==> src/rtl/ir_nec_pkg.sv <==
// ir_nec_pkg: shared state encoding and pulse-width windows for the
// NEC IR receiver. Widths are in 50 us ticks; windows are inclusive.
package ir_nec_pkg;

  typedef enum logic [2:0] {
    S_IDLE,
    S_LEAD_LOW,
    S_LEAD_HIGH,
    S_BIT_LOW,
    S_BIT_HIGH,
    S_REP_STOP
  } state_e;

  localparam logic [7:0] LEAD_LOW_MIN  = 8'd160;
  localparam logic [7:0] LEAD_LOW_MAX  = 8'd200;
  localparam logic [7:0] LEAD_HIGH_MIN = 8'd80;
  localparam logic [7:0] LEAD_HIGH_MAX = 8'd100;
  localparam logic [7:0] REP_HIGH_MIN  = 8'd36;
  localparam logic [7:0] REP_HIGH_MAX  = 8'd54;
  localparam logic [7:0] SHORT_MIN     = 8'd7;
  localparam logic [7:0] SHORT_MAX     = 8'd15;
  localparam logic [7:0] LONG_MIN      = 8'd28;
  localparam logic [7:0] LONG_MAX      = 8'd40;
  localparam logic [7:0] TIMEOUT_W     = 8'd255;

  localparam int FRAME_BITS = 32;

  function automatic logic in_win(
    input logic [7:0] w,
    input logic [7:0] lo,
    input logic [7:0] hi
  );
    return (w >= lo) && (w <= hi);
  endfunction

endpackage

==> src/rtl/ir_width_timer.sv <==
// ir_width_timer: IRDA_RXD synchronizer, edge detect and 50 us width count.
// Ports: clk, rst (sync, high), rxd in; fall, rise, width[7:0], timeout out.
module ir_width_timer
  import ir_nec_pkg::*;
#(
  parameter int TICK_DIV = 2500
) (
  input  logic       clk,
  input  logic       rst,
  input  logic       rxd,
  output logic       fall,
  output logic       rise,
  output logic [7:0] width,
  output logic       timeout
);

  localparam int PW = (TICK_DIV > 1) ? $clog2(TICK_DIV) : 1;
  localparam logic [PW-1:0] PRE_MAX = PW'(TICK_DIV - 1);

  logic          sync1_q, sync1_d;
  logic          sync2_q, sync2_d;
  logic          dly_q, dly_d;
  logic [PW-1:0] pre_q, pre_d;
  logic [7:0]    wid_q, wid_d;

  assign fall    = dly_q & ~sync2_q;
  assign rise    = ~dly_q & sync2_q;
  assign width   = wid_q;
  assign timeout = (wid_q == TIMEOUT_W);

  always_comb begin
    sync1_d = rxd;
    sync2_d = sync1_q;
    dly_d   = sync2_q;
    pre_d   = pre_q;
    wid_d   = wid_q;
    // an edge restarts the measurement even if a tick lands on it
    if (fall | rise) begin
      pre_d = '0;
      wid_d = '0;
    end else if (pre_q == PRE_MAX) begin
      pre_d = '0;
      if (wid_q != TIMEOUT_W) wid_d = wid_q + 8'd1;
    end else begin
      pre_d = pre_q + PW'(1);
    end
  end

  always_ff @(posedge clk) begin
    if (rst) begin
      sync1_q <= 1'b1;
      sync2_q <= 1'b1;
      dly_q   <= 1'b1;
      pre_q   <= '0;
      wid_q   <= '0;
    end else begin
      sync1_q <= sync1_d;
      sync2_q <= sync2_d;
      dly_q   <= dly_d;
      pre_q   <= pre_d;
      wid_q   <= wid_d;
    end
  end

endmodule

==> src/rtl/ir_nec_frame_ctrl.sv <==
// ir_nec_frame_ctrl: NEC frame sequencer (leader, 32 bits, repeat, checks).
// Ports: CLOCK_50, rst, IRDA_RXD in; data_O, data_valid_O, repeat_O, err_O, busy_O.
module ir_nec_frame_ctrl
  import ir_nec_pkg::*;
#(
  parameter int TICK_DIV   = 2500,
  parameter bit CHECK_ADDR = 1'b1
) (
  input  logic        CLOCK_50,
  input  logic        rst,
  input  logic        IRDA_RXD,
  output logic [31:0] data_O,
  output logic        data_valid_O,
  output logic        repeat_O,
  output logic        err_O,
  output logic        busy_O
);

  logic       fall, rise, timeout;
  logic [7:0] width;

  ir_width_timer #(.TICK_DIV(TICK_DIV)) u_timer (
    .clk    (CLOCK_50),
    .rst    (rst),
    .rxd    (IRDA_RXD),
    .fall   (fall),
    .rise   (rise),
    .width  (width),
    .timeout(timeout)
  );

  state_e      state_q, state_d;
  logic [5:0]  idx_q, idx_d;
  logic [31:0] sh_q, sh_d;
  logic [31:0] data_q, data_d;
  logic        hf_q, hf_d;
  logic        dv_q, dv_d;
  logic        rep_q, rep_d;
  logic        err_q, err_d;
  logic        is_short, is_long, frame_ok;
  logic [31:0] shifted;

  assign is_short = in_win(width, SHORT_MIN, SHORT_MAX);
  assign is_long  = in_win(width, LONG_MIN, LONG_MAX);
  // LSB arrives first, so shifting right leaves bit 0 = first bit
  assign shifted  = {is_long, sh_q[31:1]};
  assign frame_ok =
    (!CHECK_ADDR || (shifted[15:8] == ~shifted[7:0])) &&
    (shifted[31:24] == ~shifted[23:16]);

  always_comb begin
    state_d = state_q;
    idx_d   = idx_q;
    sh_d    = sh_q;
    data_d  = data_q;
    hf_d    = hf_q;
    dv_d    = 1'b0;
    rep_d   = 1'b0;
    err_d   = 1'b0;
    if (state_q != S_IDLE && timeout) begin
      err_d   = 1'b1;
      state_d = S_IDLE;
    end else begin
      unique case (state_q)
        S_IDLE: begin
          if (fall) state_d = S_LEAD_LOW;
        end
        S_LEAD_LOW: begin
          if (rise) begin
            if (in_win(width, LEAD_LOW_MIN, LEAD_LOW_MAX)) begin
              state_d = S_LEAD_HIGH;
            end else begin
              err_d   = 1'b1;
              state_d = S_IDLE;
            end
          end
        end
        S_LEAD_HIGH: begin
          if (fall) begin
            if (in_win(width, LEAD_HIGH_MIN, LEAD_HIGH_MAX)) begin
              idx_d   = '0;
              state_d = S_BIT_LOW;
            end else if (in_win(width, REP_HIGH_MIN, REP_HIGH_MAX)) begin
              state_d = S_REP_STOP;
            end else begin
              err_d   = 1'b1;
              state_d = S_IDLE;
            end
          end
        end
        S_BIT_LOW: begin
          if (rise) begin
            if (is_short) begin
              state_d = S_BIT_HIGH;
            end else begin
              err_d   = 1'b1;
              state_d = S_IDLE;
            end
          end
        end
        S_BIT_HIGH: begin
          if (fall) begin
            if (is_short || is_long) begin
              sh_d = shifted;
              if (idx_q == 6'(FRAME_BITS - 1)) begin
                state_d = S_IDLE;
                if (frame_ok) begin
                  data_d = shifted;
                  dv_d   = 1'b1;
                  hf_d   = 1'b1;
                end else begin
                  err_d = 1'b1;
                end
              end else begin
                idx_d   = idx_q + 6'd1;
                state_d = S_BIT_LOW;
              end
            end else begin
              err_d   = 1'b1;
              state_d = S_IDLE;
            end
          end
        end
        S_REP_STOP: begin
          if (rise) begin
            state_d = S_IDLE;
            if (is_short && hf_q) rep_d = 1'b1;
            else err_d = 1'b1;
          end
        end
        default: state_d = S_IDLE;
      endcase
    end
  end

  always_ff @(posedge CLOCK_50) begin
    if (rst) begin
      state_q <= S_IDLE;
      idx_q   <= '0;
      sh_q    <= '0;
      data_q  <= '0;
      hf_q    <= 1'b0;
      dv_q    <= 1'b0;
      rep_q   <= 1'b0;
      err_q   <= 1'b0;
    end else begin
      state_q <= state_d;
      idx_q   <= idx_d;
      sh_q    <= sh_d;
      data_q  <= data_d;
      hf_q    <= hf_d;
      dv_q    <= dv_d;
      rep_q   <= rep_d;
      err_q   <= err_d;
    end
  end

  assign data_O       = data_q;
  assign data_valid_O = dv_q;
  assign repeat_O     = rep_q;
  assign err_O        = err_q;
  assign busy_O       = (state_q != S_IDLE);

endmodule

==> config.mk <==
export PLATFORM = sky130hd
export DESIGN_NAME = ir_nec_frame_ctrl
export DESIGN_NICKNAME = d
export VERILOG_FILES = /design/src/rtl/ir_nec_pkg.sv /design/src/rtl/ir_width_timer.sv /design/src/rtl/ir_nec_frame_ctrl.sv
export SDC_FILE = /design/constraint.sdc
export NUM_CORES = 1
export LEC_CHECK = 0
export ABC_AREA = 1
export CAP_MARGIN = 20
export CELL_PAD_IN_SITES_DETAIL_PLACEMENT = 2
export CELL_PAD_IN_SITES_GLOBAL_PLACEMENT = 2
export CORE_MARGIN = 2
export CORE_UTILIZATION = 33
export DETAILED_ROUTE_END_ITERATION = 16
export PLACE_DENSITY = 0.83
export SLEW_MARGIN = 20
export SYNTH_ARGS = -nofsm -noshare
export SYNTH_HDL_FRONTEND = slang
export SYNTH_SLANG_ARGS = --single-unit
==> constraint.sdc <==
create_clock -name CLOCK_50 -period 2.1 [get_ports CLOCK_50]
set_clock_uncertainty 0.15 [all_clocks]
set_input_delay 0.21 -clock CLOCK_50 [delete_from_list [all_inputs] [get_ports CLOCK_50]]
set_output_delay 0.21 -clock CLOCK_50 [all_outputs]
set_load 0.005 [all_outputs]
==> run_results.csv <==
group,metric,value,unit
finish,instances_no_fill,945,
synth,syn-cell-area,4830,um^2
worst_setup_path,worstSetupEndpointType,"flop",
sta,fmax,435,MHz
worst_setup_path,timing.critical_path.slowest_cell_delay,0.46,ns
sta,slew_viol_final,0,
drt,firstDrtPassIters,4,
synth,main_combinational_cell_family_by_area_after_synthesis,"simple AND/OR/NAND/NOR gates",
clock_tree,cts_tree,"yes",
global_route,grtUsageTotal,23.8,%
drt,viasPerCell,5.37,
floorplanning,die-height,125,um
synth,synthMuxAreaShare,0,%
sta,setup-tns-final,-6.42,ns
drt,post_drt_wl_per_cell,23.0,um
pwr,pwr-share-comb,4.1,%
synth,synth_sequential_area_ratio,41.0,%
synth,synthesis.yosys.warnings,0,
worst_hold_path,holdCritPathClass,"reg -> reg",
sta,final.period_utilization,109,%
global_route,grt_start_max_net_pins,58,
clock_tree,cts-htree-levels,3,
pwr,switchingPower,0.955,mW
pwr,cellInternalPower,2.78,mW
finish,synthToLayoutAreaGrowth,30.6,%
synth,synth_top_area_share,41.0,%
floorplanning,die_area,15600,um^2
worst_setup_path,crit_path_max_fanout,17,
synth,main_flop_type_after_synthesis,"sky130_fd_sc_hd__dfxtp_1",
worst_setup_path,timing.critical_path.slowest_stage_cell,"sky130_fd_sc_hd__dfxtp_1",
sta,rsz0062_at_grt,"yes",
synth,post_synthesis_sequential_element_count,99,
synth,netlist_instances,699,
synth,synth.distinct_cells,34,
global_route,antenna_found_initial,0,
drt,dr_vias,5072,
job,max-cap-violations,0,
synth,syn_nets,708,
floorplanning,ports_placed_on_the_boundary,39,
sta,worst_pin_slew,0.576,ns
status,outcome,"finished, violations left",
finish,fin_nets,765,
synth,synthSimpleGateAreaFrac,32.2,%
clock_tree,worst_skew_pair.late_latency,0.38,ns
sta,hold-worst-slack,0.274,ns
sta,setup_viol,69,
floorplanning,fp-row-count,44,
place,globalplace.congestion,0.891,
sta,final_hold_viol_count,0,
place,io_buffers,38,
status,failed_checks,"setup timing",
place,place_ws,-0.102,ns
global_route,grt_pass1_wl,29900,um
finish,antenna_cells_inserted,0,
worst_setup_path,critical_path_arrival,2.44,ns
finish,post_route_cells_drive_above_1_share,17.7,%
worst_setup_path,worstPathRequired,2.25,ns
clock_tree,maximum_buffer_depth_of_the_clock_tree,2,
pwr,total_power_divided_by_cell_area,592,nW/um^2
clock_tree,clock_sinks,99,
clock_tree,cts.clk_slew.worst_paths,0.07,ns
synth,syn_area_per_cell,6.91,um^2
drt,ant_nets,0,
finish,mostFrequentLayoutCell,"sky130_fd_sc_hd__nand2_1",
pwr,sw_frac_of_total,25.6,%
worst_setup_path,launching_element_type_of_the_critical_path,"flop",
place,place.detailed.instances,915,
place,detailedPlacementHpwl,11700,um
sta,relSlewSlack,61.2,%
clock_tree,cts_made_buffers,9,
finish,most-common-layout-cells,"sky130_fd_sc_hd__nand2_1, sky130_fd_sc_hd__dfxtp_1, sky130_fd_sc_hd__nor2_1, sky130_fd_sc_hd__inv_1, sky130_fd_sc_hd__a21oi_1",
sta,setup_slack,-0.199,ns
floorplanning,die-width,125,um
pwr,total_leakage_power,2.44,nW
floorplanning,floorplan.initialDensity,33.5,%
global_route,grt_overflow,0,
clock_tree,clk_root_buffer_cell,"sky130_fd_sc_hd__clkbuf_16",
synth,most_area_hungry_cell_type_in_the_yosys_netlist,"sky130_fd_sc_hd__dfxtp_1",
worst_setup_path,timing_worst_setup_path_type,"reg -> reg",
synth,post_synth_xor_xnor_area,0.544,%
pwr,share_seq_of_total_power,50.9,%
worst_setup_path,cp_cell_sequence,"inv_1 -> o21ai_2 -> nand3_4 -> nand2_4 -> nand4_4 -> buf_4 -> buf_16 -> o21bai_2 -> nand2_1 -> nor2_1",
pwr,irDropWorstVdd,588,uV
drt,routed_wl,21800,um
global_route,grt_pass1_vias,5686,
pwr,power.share.clock,45.0,%
floorplanning,core-area,14400,um^2
synth,synth_edf_count,0,
sta,final.min_clock_period,2.30,ns
synth,yosys-top-cells-area,"sky130_fd_sc_hd__dfxtp_1, sky130_fd_sc_hd__nand2_1, sky130_fd_sc_hd__nor2_1",
synth,synth-compound-area-share,16.2,%
drt,drt-initial-drc-count,255,
drt,drc_errors,0,
synth,yosys.area_share.adder,1.55,%
synth,ys_async_sr_fraction,0,%
==> worst max-delay path: cells and delay by family (launching register included) <==
kind | cells | cell delay [ns]
flops | 1 | 0.46
compound gates | 2 | 0.41
simple gates | 5 | 0.65
buf+inv | 3 | 0.55
==> final timing paths <==
path / from / to / slack, ns / cells after the start
min: u_timer.sync1_q / u_timer.dly_d / 0.27 / 1
min reg2reg: u_timer.sync1_q / u_timer.dly_d / 0.27 / 1
max: u_timer.width[2] / data_O[17] / -0.20 / 10
max reg2reg: u_timer.width[2] / data_O[17] / -0.20 / 10
==> state kept, by name, indices dropped and copies added (netlist names) <==
| register | cells |
|---|---|
| err_O | 1 |
| u_timer.width | 8 |
| repeat_O | 1 |
| data_O | 32 |
| hf_q | 1 |
| sh_q | 31 |
| u_timer.dly_q | 1 |
| u_timer.pre_q | 12 |
| state_q | 3 |
| u_timer.dly_d | 1 |
| data_valid_O | 1 |
| u_timer.sync1_q | 1 |
| idx_q | 6 |
==> layout make-up <==
class / count / area [um^2]
fill: 1669 / 8120
inverter: 72 / 275
clock buffer: 11 / 243
tap: 184 / 230
multi-input combinational: 500 / 2680
timing repair buffer: 74 / 848
sequential: 99 / 1990
clock inverter: 5 / 36.3
==> repair_timing <==
action	in CTS	in global routing
pin swaps	7	17
endpoints found under the setup margin	39	77
gates resized for setup	25	52
buffers inserted	5	3
hold buffers	0	0
gates cloned	3	3
==> stage by stage <==
step	area, um^2	power, mW	util (%)
finish	6310	3.73	43.7
global route	6310	3.84	43.7
CTS	6020	3.70	41.7
detailed placement	5540	2.08	38.4
global placement	5540	2.07	38.4
floorplan	4830	2.02	-
==> synth_stat cells, types with 2 or more instances <==
master / instances
sky130_fd_sc_hd__ha_1: 6
sky130_fd_sc_hd__nor3b_1: 2
sky130_fd_sc_hd__or2_2: 4
sky130_fd_sc_hd__nand2_2: 3
sky130_fd_sc_hd__inv_1: 66
sky130_fd_sc_hd__nand3_1: 32
sky130_fd_sc_hd__o21ai_1: 6
sky130_fd_sc_hd__xor2_1: 3
sky130_fd_sc_hd__inv_2: 6
sky130_fd_sc_hd__buf_1: 2
sky130_fd_sc_hd__buf_2: 16
sky130_fd_sc_hd__o21bai_2: 10
sky130_fd_sc_hd__buf_4: 2
sky130_fd_sc_hd__nand4_1: 9
sky130_fd_sc_hd__dfxtp_1: 99
sky130_fd_sc_hd__o21a_1: 3
sky130_fd_sc_hd__nor2_1: 94
sky130_fd_sc_hd__nor4_1: 2
sky130_fd_sc_hd__nor2_2: 2
sky130_fd_sc_hd__nand3_2: 2
sky130_fd_sc_hd__nand2_1: 169
sky130_fd_sc_hd__a21oi_1: 56
sky130_fd_sc_hd__clkbuf_1: 8
sky130_fd_sc_hd__o21bai_1: 23
sky130_fd_sc_hd__o21ai_0: 28
sky130_fd_sc_hd__nor3_1: 38
==> metal layers <==
layer / GRT usage (%) / up-vias / routed length [um] / share of wire, %
met4: 10.7 / 0 / 715 / 3.3
met5: 0 / - / 0 / 0
met2: 44.9 / 102 / 11600 / 53
met3: 2.70 / 48 / 651 / 3.0
li1: - / 2372 / - / -
met1: 26.9 / 2550 / 8850 / 41
==> power groups by stage <==
stage | sequential [mW] | clock [mW] | combinational (mW)
2_1_floorplan | 1.94 | 0 | 0.0863
3_3_place_gp | 1.94 | 0 | 0.132
3_5_place_dp | 1.94 | 0 | 0.141
4_1_cts | 1.90 | 1.66 | 0.144
5_1_grt | 1.90 | 1.77 | 0.170
6_report | 1.90 | 1.68 | 0.154
==> kinds of logic (layout without fill, tap and decap cells) <==
kind of cell	after synthesis	after routing
AO/OA/AOI/OAI	129	129
XOR/XNOR	3	3
adder cells (fa/ha/maj)	6	6
buffers and inverters	101	162
flip-flops	99	99
AND/OR/NAND/NOR	361	362
No activity file was read; power rests on OpenSTA's default activity.
